===== src/rtl/vga_pattern_gen.sv =====
// Purpose: VGA test-pattern generator (bands, scrolling bands, checker, colour cycle); border overlay when VGA_PATTERN_BORDER_EN is defined.
// Latency: 1 cycle from iVGA_X/iVGA_Y/iMode to colour outputs; mode, frame count and scroll change only at frame start.
// Backpressure: none; free-running on the pixel clock, one pixel in and one pixel out every cycle.
module vga_pattern_gen #(
  parameter int COLOR_W    = 10,
  parameter int H_ACTIVE   = 640,
  parameter int V_ACTIVE   = 480,
  parameter int NUM_BARS   = 16,
  parameter int BAR_W      = 40,
  parameter int CHECK_LOG2 = 5
) (
  input  logic               iVGA_CLK,
  input  logic               iRST_n,
  input  logic [9:0]         iVGA_X,
  input  logic [9:0]         iVGA_Y,
  input  logic [1:0]         iMode,
  input  logic               iScroll_En,
  output logic [COLOR_W-1:0] oRed,
  output logic [COLOR_W-1:0] oGreen,
  output logic [COLOR_W-1:0] oBlue,
  output logic [1:0]         oMode,
  output logic [7:0]         oFrame_Cnt
);

  localparam int BAR_BITS = (NUM_BARS > 1) ? $clog2(NUM_BARS) : 1;
  localparam int PH_BITS  = (BAR_W > 1) ? $clog2(BAR_W) : 1;

  localparam logic [PH_BITS-1:0]  PH_LAST  = PH_BITS'(BAR_W - 1);
  localparam logic [PH_BITS-1:0]  PH_ONE   = PH_BITS'(1);
  localparam logic [BAR_BITS-1:0] BAR_LAST = BAR_BITS'(NUM_BARS - 1);
  localparam logic [BAR_BITS-1:0] BAR_ONE  = BAR_BITS'(1);

  localparam logic [9:0] X_END  = 10'(H_ACTIVE);
  localparam logic [9:0] Y_END  = 10'(V_ACTIVE);
  localparam logic [9:0] BAND_1 = 10'((1 * V_ACTIVE) / 4);
  localparam logic [9:0] BAND_2 = 10'((2 * V_ACTIVE) / 4);
  localparam logic [9:0] BAND_3 = 10'((3 * V_ACTIVE) / 4);
`ifdef VGA_PATTERN_BORDER_EN
  localparam logic [9:0] X_LAST = 10'(H_ACTIVE - 1);
  localparam logic [9:0] Y_LAST = 10'(V_ACTIVE - 1);
`endif

  localparam logic [COLOR_W-1:0] FULL = '1;

  typedef enum logic [1:0] {
    MODE_BANDS   = 2'd0,
    MODE_SCROLL  = 2'd1,
    MODE_CHECKER = 2'd2,
    MODE_CYCLE   = 2'd3
  } mode_e;

  // Bar index replicated MSB-first across the colour width: 0 -> 0, last bar -> all ones.
  function automatic logic [COLOR_W-1:0] barLevel(input logic [BAR_BITS-1:0] b);
    logic [COLOR_W-1:0] lvl;
    lvl = '0;
    for (int i = 0; i < COLOR_W; i++) begin
      lvl[COLOR_W-1-i] = b[BAR_BITS-1-(i % BAR_BITS)];
    end
    return lvl;
  endfunction

  // Frame count placed in the colour MSBs, zero-padded below or truncated from the bottom.
  function automatic logic [COLOR_W-1:0] cycleLevel(input logic [7:0] c);
    logic [COLOR_W-1:0] lvl;
    lvl = '0;
    for (int i = 0; i < COLOR_W; i++) begin
      if (i < 8) begin
        lvl[COLOR_W-1-i] = c[7-i];
      end
    end
    return lvl;
  endfunction

  // Frame-level state
  logic                prevOrigin;
  logic [PH_BITS-1:0]  scrollPhase;
  logic [BAR_BITS-1:0] scrollBar;

  // Running pixel counter for the current line
  logic [PH_BITS-1:0]  pixPhase;
  logic [BAR_BITS-1:0] pixBar;

  // Next-state values
  logic                isOrigin;
  logic                frameStart;
  mode_e               modeNext;
  logic [7:0]          cntNext;
  logic [PH_BITS-1:0]  scrollPhaseNext;
  logic [BAR_BITS-1:0] scrollBarNext;
  logic [PH_BITS-1:0]  pixPhaseNext;
  logic [BAR_BITS-1:0] pixBarNext;
  logic [COLOR_W-1:0]  redNext;
  logic [COLOR_W-1:0]  greenNext;
  logic [COLOR_W-1:0]  blueNext;

  logic                active;
  logic [1:0]          band;
  logic [COLOR_W-1:0]  lvl;
  logic [COLOR_W-1:0]  invLvl;

  // Detect frame start and derive the mode, count and scroll offset that the new frame uses.
  // The frame-start pixel itself already sees the new values, so the whole frame is consistent.
  always_comb begin
    isOrigin        = (iVGA_X == 10'd0) && (iVGA_Y == 10'd0);
    frameStart      = isOrigin && !prevOrigin;
    modeNext        = mode_e'(oMode);
    cntNext         = oFrame_Cnt;
    scrollPhaseNext = scrollPhase;
    scrollBarNext   = scrollBar;
    if (frameStart) begin
      modeNext = mode_e'(iMode);
      cntNext  = oFrame_Cnt + 8'd1;
      if (iScroll_En) begin
        if (scrollPhase == PH_LAST) begin
          scrollPhaseNext = '0;
          scrollBarNext   = scrollBar + BAR_ONE;
        end else begin
          scrollPhaseNext = scrollPhase + PH_ONE;
        end
      end
    end
  end

  // Advance the pixel counter along the line; reload it from the scroll offset at X==0.
  // BANDS mode always starts the line at bar 0 so it ignores the scroll offset.
  always_comb begin
    pixPhaseNext = pixPhase;
    pixBarNext   = pixBar;
    if (iVGA_X == 10'd0) begin
      if (modeNext == MODE_BANDS) begin
        pixPhaseNext = '0;
        pixBarNext   = '0;
      end else begin
        pixPhaseNext = scrollPhaseNext;
        pixBarNext   = scrollBarNext;
      end
    end else if (iVGA_X < X_END) begin
      if (pixPhase == PH_LAST) begin
        pixPhaseNext = '0;
        pixBarNext   = pixBar + BAR_ONE;
      end else begin
        pixPhaseNext = pixPhase + PH_ONE;
      end
    end
  end

  // Pick the row band and the forward/inverted bar levels for the current pixel.
  always_comb begin
    active = (iVGA_X < X_END) && (iVGA_Y < Y_END);
    if (iVGA_Y < BAND_1) begin
      band = 2'd0;
    end else if (iVGA_Y < BAND_2) begin
      band = 2'd1;
    end else if (iVGA_Y < BAND_3) begin
      band = 2'd2;
    end else begin
      band = 2'd3;
    end
    lvl    = barLevel(pixBarNext);
    invLvl = barLevel(BAR_LAST - pixBarNext);
  end

  // Select the colour for the current pixel from the mode in effect; blanking forces black.
  always_comb begin
    redNext   = '0;
    greenNext = '0;
    blueNext  = '0;
    if (active) begin
      case (modeNext)
        MODE_BANDS, MODE_SCROLL: begin
          case (band)
            2'd0: redNext   = lvl;
            2'd1: greenNext = invLvl;
            2'd2: blueNext  = lvl;
            default: begin
              redNext   = invLvl;
              greenNext = invLvl;
              blueNext  = invLvl;
            end
          endcase
        end
        MODE_CHECKER: begin
          if (iVGA_X[CHECK_LOG2] ^ iVGA_Y[CHECK_LOG2]) begin
            redNext   = FULL;
            greenNext = FULL;
            blueNext  = FULL;
          end
        end
        default: begin
          redNext   = cycleLevel(cntNext);
          greenNext = cycleLevel(cntNext);
          blueNext  = cycleLevel(cntNext);
        end
      endcase
`ifdef VGA_PATTERN_BORDER_EN
      // Border pixels override every mode.
      if ((iVGA_X == 10'd0) || (iVGA_X == X_LAST) ||
          (iVGA_Y == 10'd0) || (iVGA_Y == Y_LAST)) begin
        redNext   = FULL;
        greenNext = FULL;
        blueNext  = FULL;
      end
`endif
    end
  end

  // Register outputs and all frame/line state; reset clears everything, including the mode.
  always_ff @(posedge iVGA_CLK) begin
    if (!iRST_n) begin
      oRed        <= '0;
      oGreen      <= '0;
      oBlue       <= '0;
      oMode       <= 2'd0;
      oFrame_Cnt  <= 8'd0;
      prevOrigin  <= 1'b0;
      scrollPhase <= '0;
      scrollBar   <= '0;
      pixPhase    <= '0;
      pixBar      <= '0;
    end else begin
      oRed        <= redNext;
      oGreen      <= greenNext;
      oBlue       <= blueNext;
      oMode       <= modeNext;
      oFrame_Cnt  <= cntNext;
      prevOrigin  <= isOrigin;
      scrollPhase <= scrollPhaseNext;
      scrollBar   <= scrollBarNext;
      pixPhase    <= pixPhaseNext;
      pixBar      <= pixBarNext;
    end
  end

endmodule

===== config.mk =====
export PLATFORM = sky130hd
export DESIGN_NAME = vga_pattern_gen
export DESIGN_NICKNAME = d
export VERILOG_FILES = /design/src/rtl/vga_pattern_gen.sv
export SDC_FILE = /design/constraint.sdc
export NUM_CORES = 1
export LEC_CHECK = 0
export ABC_AREA = 1
export BUFFER_PORTS_ARGS = -buffer_cell sky130_fd_sc_hd__buf_2
export CAP_MARGIN = 20
export CORE_UTILIZATION = 54
export CTS_CLUSTER_DIAMETER = 120
export DETAILED_ROUTE_END_ITERATION = 10
export HOLD_SLACK_MARGIN = 0.02
export PLACE_DENSITY = 0.79
export SLEW_MARGIN = 10
export SYNTH_ARGS = -nofsm -noshare
export SYNTH_HDL_FRONTEND = slang
export SYNTH_SLANG_ARGS = --single-unit

===== constraint.sdc =====
create_clock -name iVGA_CLK -period 2 [get_ports iVGA_CLK]
set_input_delay 0.1 -clock iVGA_CLK [delete_from_list [all_inputs] [get_ports iVGA_CLK]]
set_output_delay 0.1 -clock iVGA_CLK [all_outputs]
set_load 0.03 [all_outputs]

==> results.py, run 1 <==
metrics = {
    "worst_setup_path": {
        "critical_path.max_stage_delay_ns": 0.36,
        "worst-path-stages": 15,
        "crit_required_ns": 2.29,
        "reg2reg_depth": 15,
        "r2r_start": "pixPhase[1]$_SDFFE_PN0P_",
        "regToRegEndpoint": "oBlue[2]$_SDFF_PN0_",
        "startpoint": "pixPhase[1]$_SDFFE_PN0P_",
        "reg2reg_slack_ns": -0.01,
        "start_kind": "register",
        "path_max_fanout": 4,
        "cp.arrival_ns": 2.30,
        "worst-path-buf-inv": 4,
        "slowest_stage": "dfxtp_4",
        "critPathCapture": "oBlue[2]$_SDFF_PN0_",
        "path_class": "register to register",
        "cp_top_family": "simple AND/OR/NAND/NOR gates",
        "crit_chain": "ha_4 > nand2_2 > inv_2 > nand4_1 > nor2_2 > buf_4 > buf_4 > o21ai_0 > a21o_1 > nand2_2 > a21oi_2 > nand2_1 > nand3_1 > nand2_1 > inv_1",
        "end_kind": "register",
    },
    "floorplan": {
        "die_w_um": 77.0,
        "core-area_um2": 5270,
        "top_level_ports": 65,
        "design.die.area_um2": 5930,
        "start_util_pct": 57.6,
        "die_height_um": 77.0,
        "num_rows": 26,
    },
    "sta": {
        "worst_slew_pin_slew_ns": 0.330,
        "timing.final.ws_setup_ns": -0.0124,
        "period_share_pct": 101,
        "setup_violations": 1,
        "hold_viol_final": 0,
        "max_clock_freq_ghz": 0.497,
        "rsz0062_at_grt": "true",
        "slew_headroom_pct": 77.8,
        "slew_violations": 0,
        "hold-worst-slack_ns": 0.0510,
        "min_period_ns": 2.01,
        "finalSetupTns_ns": -0.0124,
        "finalClockSkew_ns": 0.0156,
    },
    "clock_network": {
        "cts_buffer_depth": 2,
        "clk_latency_ns": 0.35,
        "cts_root_buf": "clkbuf_8",
        "cts_buffers": 9,
        "clk_pin_slew_ns": 0.07,
        "cts_sinks": 61,
        "cts_tree": "done",
        "cts_max_level": 3,
    },
    "route": {
        "wl_per_cell_um": 11.8,
        "drtAntennaViolNets": 0,
        "vias": 2997,
        "drc": 0,
        "routed_wl_mm": 7.00,
        "drt_iter0_markers": 229,
        "drtPass1Iterations": 5,
        "vias_per_cell": 5.07,
    },
    "placed_design": {
        "place_inst": 565,
        "dp_hpwl_mm": 5.00,
        "gp_congestion": 0.812,
        "place_area_um2": 3470,
        "port_buffers": 64,
    },
    "cells_and_area": {
        "layout-drive-gt1-share_pct": 29.8,
        "area_growth_pct": 25.5,
        "fillerInstances": 443,
        "antenna_cells": 0,
        "final_cell_area_um2": 3810,
        "final_cells": 591,
        "layout.nets": 546,
    },
    "global_route": {
        "grt_use_total_pct": 24.9,
        "use_met2_pct": 40.9,
        "grt_max_degree": 26,
        "grt_first_pass_wirelength_mm": 11.7,
        "overflow": 0,
        "use_met1_pct": 30.0,
        "grt_pass1_vias": 2779,
        "grt_antenna_before_repair": 0,
        "top_usage_layer": "met2",
        "use_met3_pct": 7.62,
    },
    "pwr": {
        "power_switching_w": 0.000707,
        "intPower_w": 0.00180,
        "p_total_w": 0.00250,
        "ir_worst_vdd_mv": 0.412,
        "power_density_nw_per_um2": 657,
        "p_comb_share_pct": 10.9,
        "p_seq_share_pct": 50.7,
        "p_sw_share_pct": 28.2,
        "p_clk_share_pct": 38.4,
        "power_leakage_nw": 2.00,
    },
    "logic_synthesis": {
        "ys.warnings.count": 0,
        "synth_edf_count": 0,
        "syn_area_per_cell_um2": 7.06,
        "yosys.area.top_type": "dfxtp_1",
        "synthFlopType": "dfxtp_1",
        "synth_area_um2": 3040,
        "ys_seq_elements": 61,
        "synth_seq_area_share_pct": 40.2,
        "yosys.cell_types.count": 38,
        "synth_cells": 430,
        "syn_nets": 460,
        "synth-async-reset-ratio_pct": 0,
        "synthTopCellsByArea": "dfxtp_1, nand2_1, inv_1",
        "synth_top_area_share_pct": 40.2,
    },
    "status": {
        "outcome": "finished with violations",
        "violations": "negative setup slack",
    },
    "hold_path": {
        "hold_class": "primary input to register",
    },
    "job": {
        "drv_cap": 0,
    },
}
## per-layer routing
metal,vias up,wire length [µm]
met5,-,0
li1,1521,-
met3,22,460
met2,120,3260
met4,0,172
met1,1334,3110
## cells in the mapped netlist (3+ instances only)
cell type,n
nor2_1,45
nand3_2,6
nand3_1,22
nand2_1,111
a31oi_1,3
nor4_1,3
a21oi_1,17
nand2_2,8
nor3_1,5
dfxtp_1,61
xnor2_1,3
o21ai_0,20
ha_1,5
nor2_2,4
nand4_1,7
xor2_1,9
inv_1,70
nor2_4,4
## power by group through the flow
stage          logic [W]  registers (W)  clock network, W
3_5_place_dp    0.000260        0.00130                 0
5_1_grt         0.000300        0.00127           0.00103
6_report        0.000272        0.00127          0.000962
2_1_floorplan   0.000115        0.00135                 0
3_3_place_gp    0.000254        0.00129                 0
4_1_cts         0.000262        0.00127          0.000971
## flip-flops by register name, summed over array words and instances (netlist names)
signal       cells
oBlue           10
oFrame_Cnt       8
oGreen          10
oMode            2
oRed            10
pixBar           4
pixPhase         6
prevOrigin       1
scrollBar        4
scrollPhase      6
## logic make-up (layout without fill, tap and decap cells)
group | count (synthesis) | in the layout | share of synthesized area (%)
compound gates | 48 | 48 | 8.86
fa+ha+maj | 5 | 5 | 2.06
buf+inv | 79 | 170 | 10.2
simple gates | 224 | 224 | 34.9
mux | 1 | 1 | 0.330
flops | 61 | 61 | 40.2
xor+xnor | 12 | 12 | 3.46
## worst reg2reg max path, stage by stage (launching register included)
cell	delay [ns]
dfxtp_4	0.36
ha_4	0.16
nand2_2	0.07
inv_2	0.05
nand4_1	0.12
nor2_2	0.07
buf_4	0.15
buf_4	0.13
o21ai_0	0.16
a21o_1	0.14
nand2_2	0.09
a21oi_2	0.19
nand2_1	0.09
nand3_1	0.07
nand2_1	0.06
inv_1	0.06
## layout by cell type, fill, tap and decap left out, types with 4 or more instances in the layout
cell,synthesis,layout
a21oi_1,17,13
a21oi_2,2,6
buf_2,2,64
buf_4,1,17
clkbuf_8,0,9
dfxtp_1,61,57
inv_1,70,68
inv_2,2,4
nand2_1,111,102
nand2_2,8,15
nand2_4,2,4
nand3_1,22,22
nand3_2,6,6
nand4_1,7,7
nor2_1,45,43
nor2_2,4,5
nor2_4,4,5
nor3_1,5,5
o21ai_0,20,14
o21ai_1,1,6
xor2_1,9,9
## stage by stage
| stage | setup WS (ns) | util (%) |
|---|---|---|
| 3_3_place_gp | 0.0885 | 65.8 |
| 4_1_cts | 0.00296 | 69.7 |
| 3_5_place_dp | 0.0156 | 65.8 |
| 2_1_floorplan | 0.244 | - |
| 6_report | -0.0124 | 72.3 |
| 5_1_grt | -0.147 | 72.3 |
## area by class of cell
class	count	area [µm²]	area share [%]
multi-input cells	290	1600	41.9
flip-flops and latches	61	1230	32.3
inverters	73	274	7.19
repair buffers	81	448	11.7
well taps	70	87.6	2.30
clock buffers	9	124	3.25
clock inverters	7	50.0	1.31
## how the worst min path moves through the flow
| stage | from | end | slack (ns) | depth (start not counted) |
|---|---|---|---|---|
| global route | iRST_n | pixPhase[2]$_SDFFE_PN0P_ | 0.05 | 3 |
| finish | iRST_n | pixPhase[2]$_SDFFE_PN0P_ | 0.05 | 3 |
| floorplan | iRST_n | pixPhase[3]$_SDFFE_PN0P_ | 0.24 | 2 |
| detailed placement | iRST_n | pixPhase[2]$_SDFFE_PN0P_ | 0.41 | 3 |
| CTS | iRST_n | pixPhase[2]$_SDFFE_PN0P_ | 0.05 | 3 |
| global placement | iRST_n | pixPhase[4]$_SDFFE_PN0P_ | 0.41 | 3 |
## what timing repair did
item | in CTS | in global routing
pin swaps | 2 | 12
endpoints found under the setup margin | 9 | 30
gates resized for setup | 2 | 35
setup buffers | 3 | 7
hold endpoints to repair | 0 | 0
hold buffers | 0 | 0
No activity file was read; power rests on OpenSTA's default activity.
==> run 2, diff against run 1 <==
--- a/config.mk
+++ b/config.mk
@@ -6,7 +6,7 @@
 export NUM_CORES = 1
 export LEC_CHECK = 0
 export ABC_AREA = 1
-export BUFFER_PORTS_ARGS = -buffer_cell sky130_fd_sc_hd__buf_2
+export BUFFER_PORTS_ARGS = -buffer_cell sky130_fd_sc_hd__clkbuf_2
 export CAP_MARGIN = 20
 export CORE_UTILIZATION = 54
 export CTS_CLUSTER_DIAMETER = 120
==> results.py, run 2 (same netlist as run 1, synthesis figures left out) <==
metrics = {
    "status": {
        "outcome": "finished clean",
    },
    "route": {
        "routed_wl_mm": 7.14,
        "drc": 0,
        "wl_met3_um": 437,
        "drtAntennaViolNets": 0,
        "wl_met1_mm": 3.17,
        "vias": 2961,
        "wl_per_cell_um": 12.2,
        "drt_iter0_markers": 332,
        "drtPass1Iterations": 5,
        "met2_length_mm": 3.41,
        "vias_per_cell": 5.07,
        "top_layer": "met4",
    },
    "floorplan": {
        "design.die.area_um2": 5930,
        "die_w_um": 77.0,
        "top_level_ports": 65,
        "die_height_um": 77.0,
        "core-area_um2": 5270,
        "num_rows": 26,
        "start_util_pct": 57.6,
    },
    "clock_network": {
        "cts_root_buf": "clkbuf_8",
        "clk_latency_ns": 0.35,
        "cts_tree": "done",
        "cts_sinks": 61,
        "cts_buffer_depth": 2,
        "cts_max_level": 3,
        "clk_pin_slew_ns": 0.08,
        "cts_buffers": 9,
    },
    "worst_setup_path": {
        "slowest_stage": "dfxtp_4",
        "crit_required_ns": 2.24,
        "cp.arrival_ns": 2.23,
        "path_max_fanout": 5,
        "end_kind": "register",
        "start_kind": "register",
        "critical_path.max_stage_delay_ns": 0.37,
        "crit_chain": "ha_4 > nand2_2 > inv_2 > nand4_1 > nor2_4 > nand4_1 > a21oi_2 > o21ai_2 > nand2_2 > a21oi_2 > nand2_1 > nand2_1 > nand2_2 > nand2_1",
        "path_class": "register to register",
    },
    "global_route": {
        "grt_pass1_vias": 2677,
        "grt_use_total_pct": 24.6,
        "overflow": 0,
        "grt_antenna_before_repair": 0,
        "grt_max_degree": 26,
        "grt_first_pass_wirelength_mm": 11.4,
    },
    "pwr": {
        "power_leakage_nw": 1.95,
        "power_density_nw_per_um2": 675,
        "ir_worst_vdd_mv": 0.462,
    },
    "sta": {
        "setup_violations": 0,
        "worst_slew_pin_slew_ns": 0.413,
        "hold-worst-slack_ns": 0.0603,
        "period_share_pct": 99.1,
        "min_period_ns": 1.98,
        "slew_headroom_pct": 72.5,
        "finalClockSkew_ns": 0.00796,
        "slew_violations": 0,
        "max_clock_freq_ghz": 0.505,
        "rsz0062_at_grt": "true",
        "hold_viol_final": 0,
    },
    "placed_design": {
        "port_buffers": 64,
        "gp_congestion": 0.793,
        "dp_hpwl_mm": 4.96,
        "place_area_um2": 3470,
    },
    "job": {
        "drv_cap": 0,
    },
    "cells_and_area": {
        "layout.nets": 539,
        "mostFrequentLayoutCell": "nand2_1",
        "final_cell_area_um2": 3800,
        "area_growth_pct": 25.2,
        "antenna_cells": 0,
        "fillerInstances": 451,
        "layout-drive-gt1-share_pct": 29.4,
        "layout_common_cells": "nand2_1, inv_1, clkbuf_2",
        "seq_area_um2": 1240,
        "multi_input_comb_area_um2": 1630,
        "reg_top3": "oBlue (10), oGreen (10), oRed (10)",
    },
    "hold_path": {
        "hold_class": "primary input to register",
    },
}
## run 2: through the flow
stage | instances | utilization [%] | worst slack, ns | power [W] | setup TNS, ns
after floorplan | 430 | - | 0.244 | 0.00147 | 0
after global placement | 565 | 65.8 | 0.0914 | 0.00155 | 0
after detailed placement | 565 | 65.8 | 0.0141 | 0.00156 | 0
after CTS | 582 | 69.6 | 0.00355 | 0.00256 | 0
after global routing | 584 | 72.1 | -0.120 | 0.00267 | -1.98
final | 584 | 72.1 | 0.0184 | 0.00257 | 0
## run 2: power by group
part,internal [W],switching [W]
logic,0.0000886,0.000179
registers,0.00125,0.0000187
clock network,0.000494,0.000538
total,0.00183,0.000735
## run 2: repair_timing
item,4_1_cts,5_1_grt
resized for setup,4,36
setup endpoints to repair,8,30
hold buffers,0,0
setup buffers,1,2
pin swaps,2,8
## run 2: layout make-up
class | instances | area share [%]
clock inverters | 6 | 1.18
well taps | 70 | 2.30
clock buffers | 10 | 3.62
multi-input cells | 290 | 42.8
repair buffers | 74 | 10.4
inverters | 73 | 7.21
flip-flops and latches | 61 | 32.5
## run 2: worst max-delay path, delay by kind of cell (launching register included)
kind / cells / cell delay, ns
flip-flops: 1 / 0.37
AO/OA/AOI/OAI: 3 / 0.34
buffers and inverters: 1 / 0.07
AND/OR/NAND/NOR: 9 / 0.95
adder cells (fa/ha/maj): 1 / 0.14
## run 2: per-layer routing
| metal | up-vias | global-route usage (%) |
|---|---|---|
| met2 | 113 | 39.0 |
| met3 | 13 | 7.38 |
| met1 | 1329 | 31.1 |
| met4 | 0 | 10.2 |
| met5 | - | 0 |
| li1 | 1506 | - |
## run 2: worst paths after layout
check / startpoint / to / slack (ns) / depth (start not counted)
max reg2reg: pixPhase[0]$_SDFFE_PN0P_ / oRed[5]$_SDFF_PN0_ / 0.02 / 14
min: iRST_n / pixPhase[0]$_SDFFE_PN0P_ / 0.06 / 3
min reg2reg: scrollBar[1]$_SDFF_PN0_ / scrollBar[1]$_SDFF_PN0_ / 0.53 / 2
max: pixPhase[0]$_SDFFE_PN0P_ / oRed[5]$_SDFF_PN0_ / 0.02 / 14
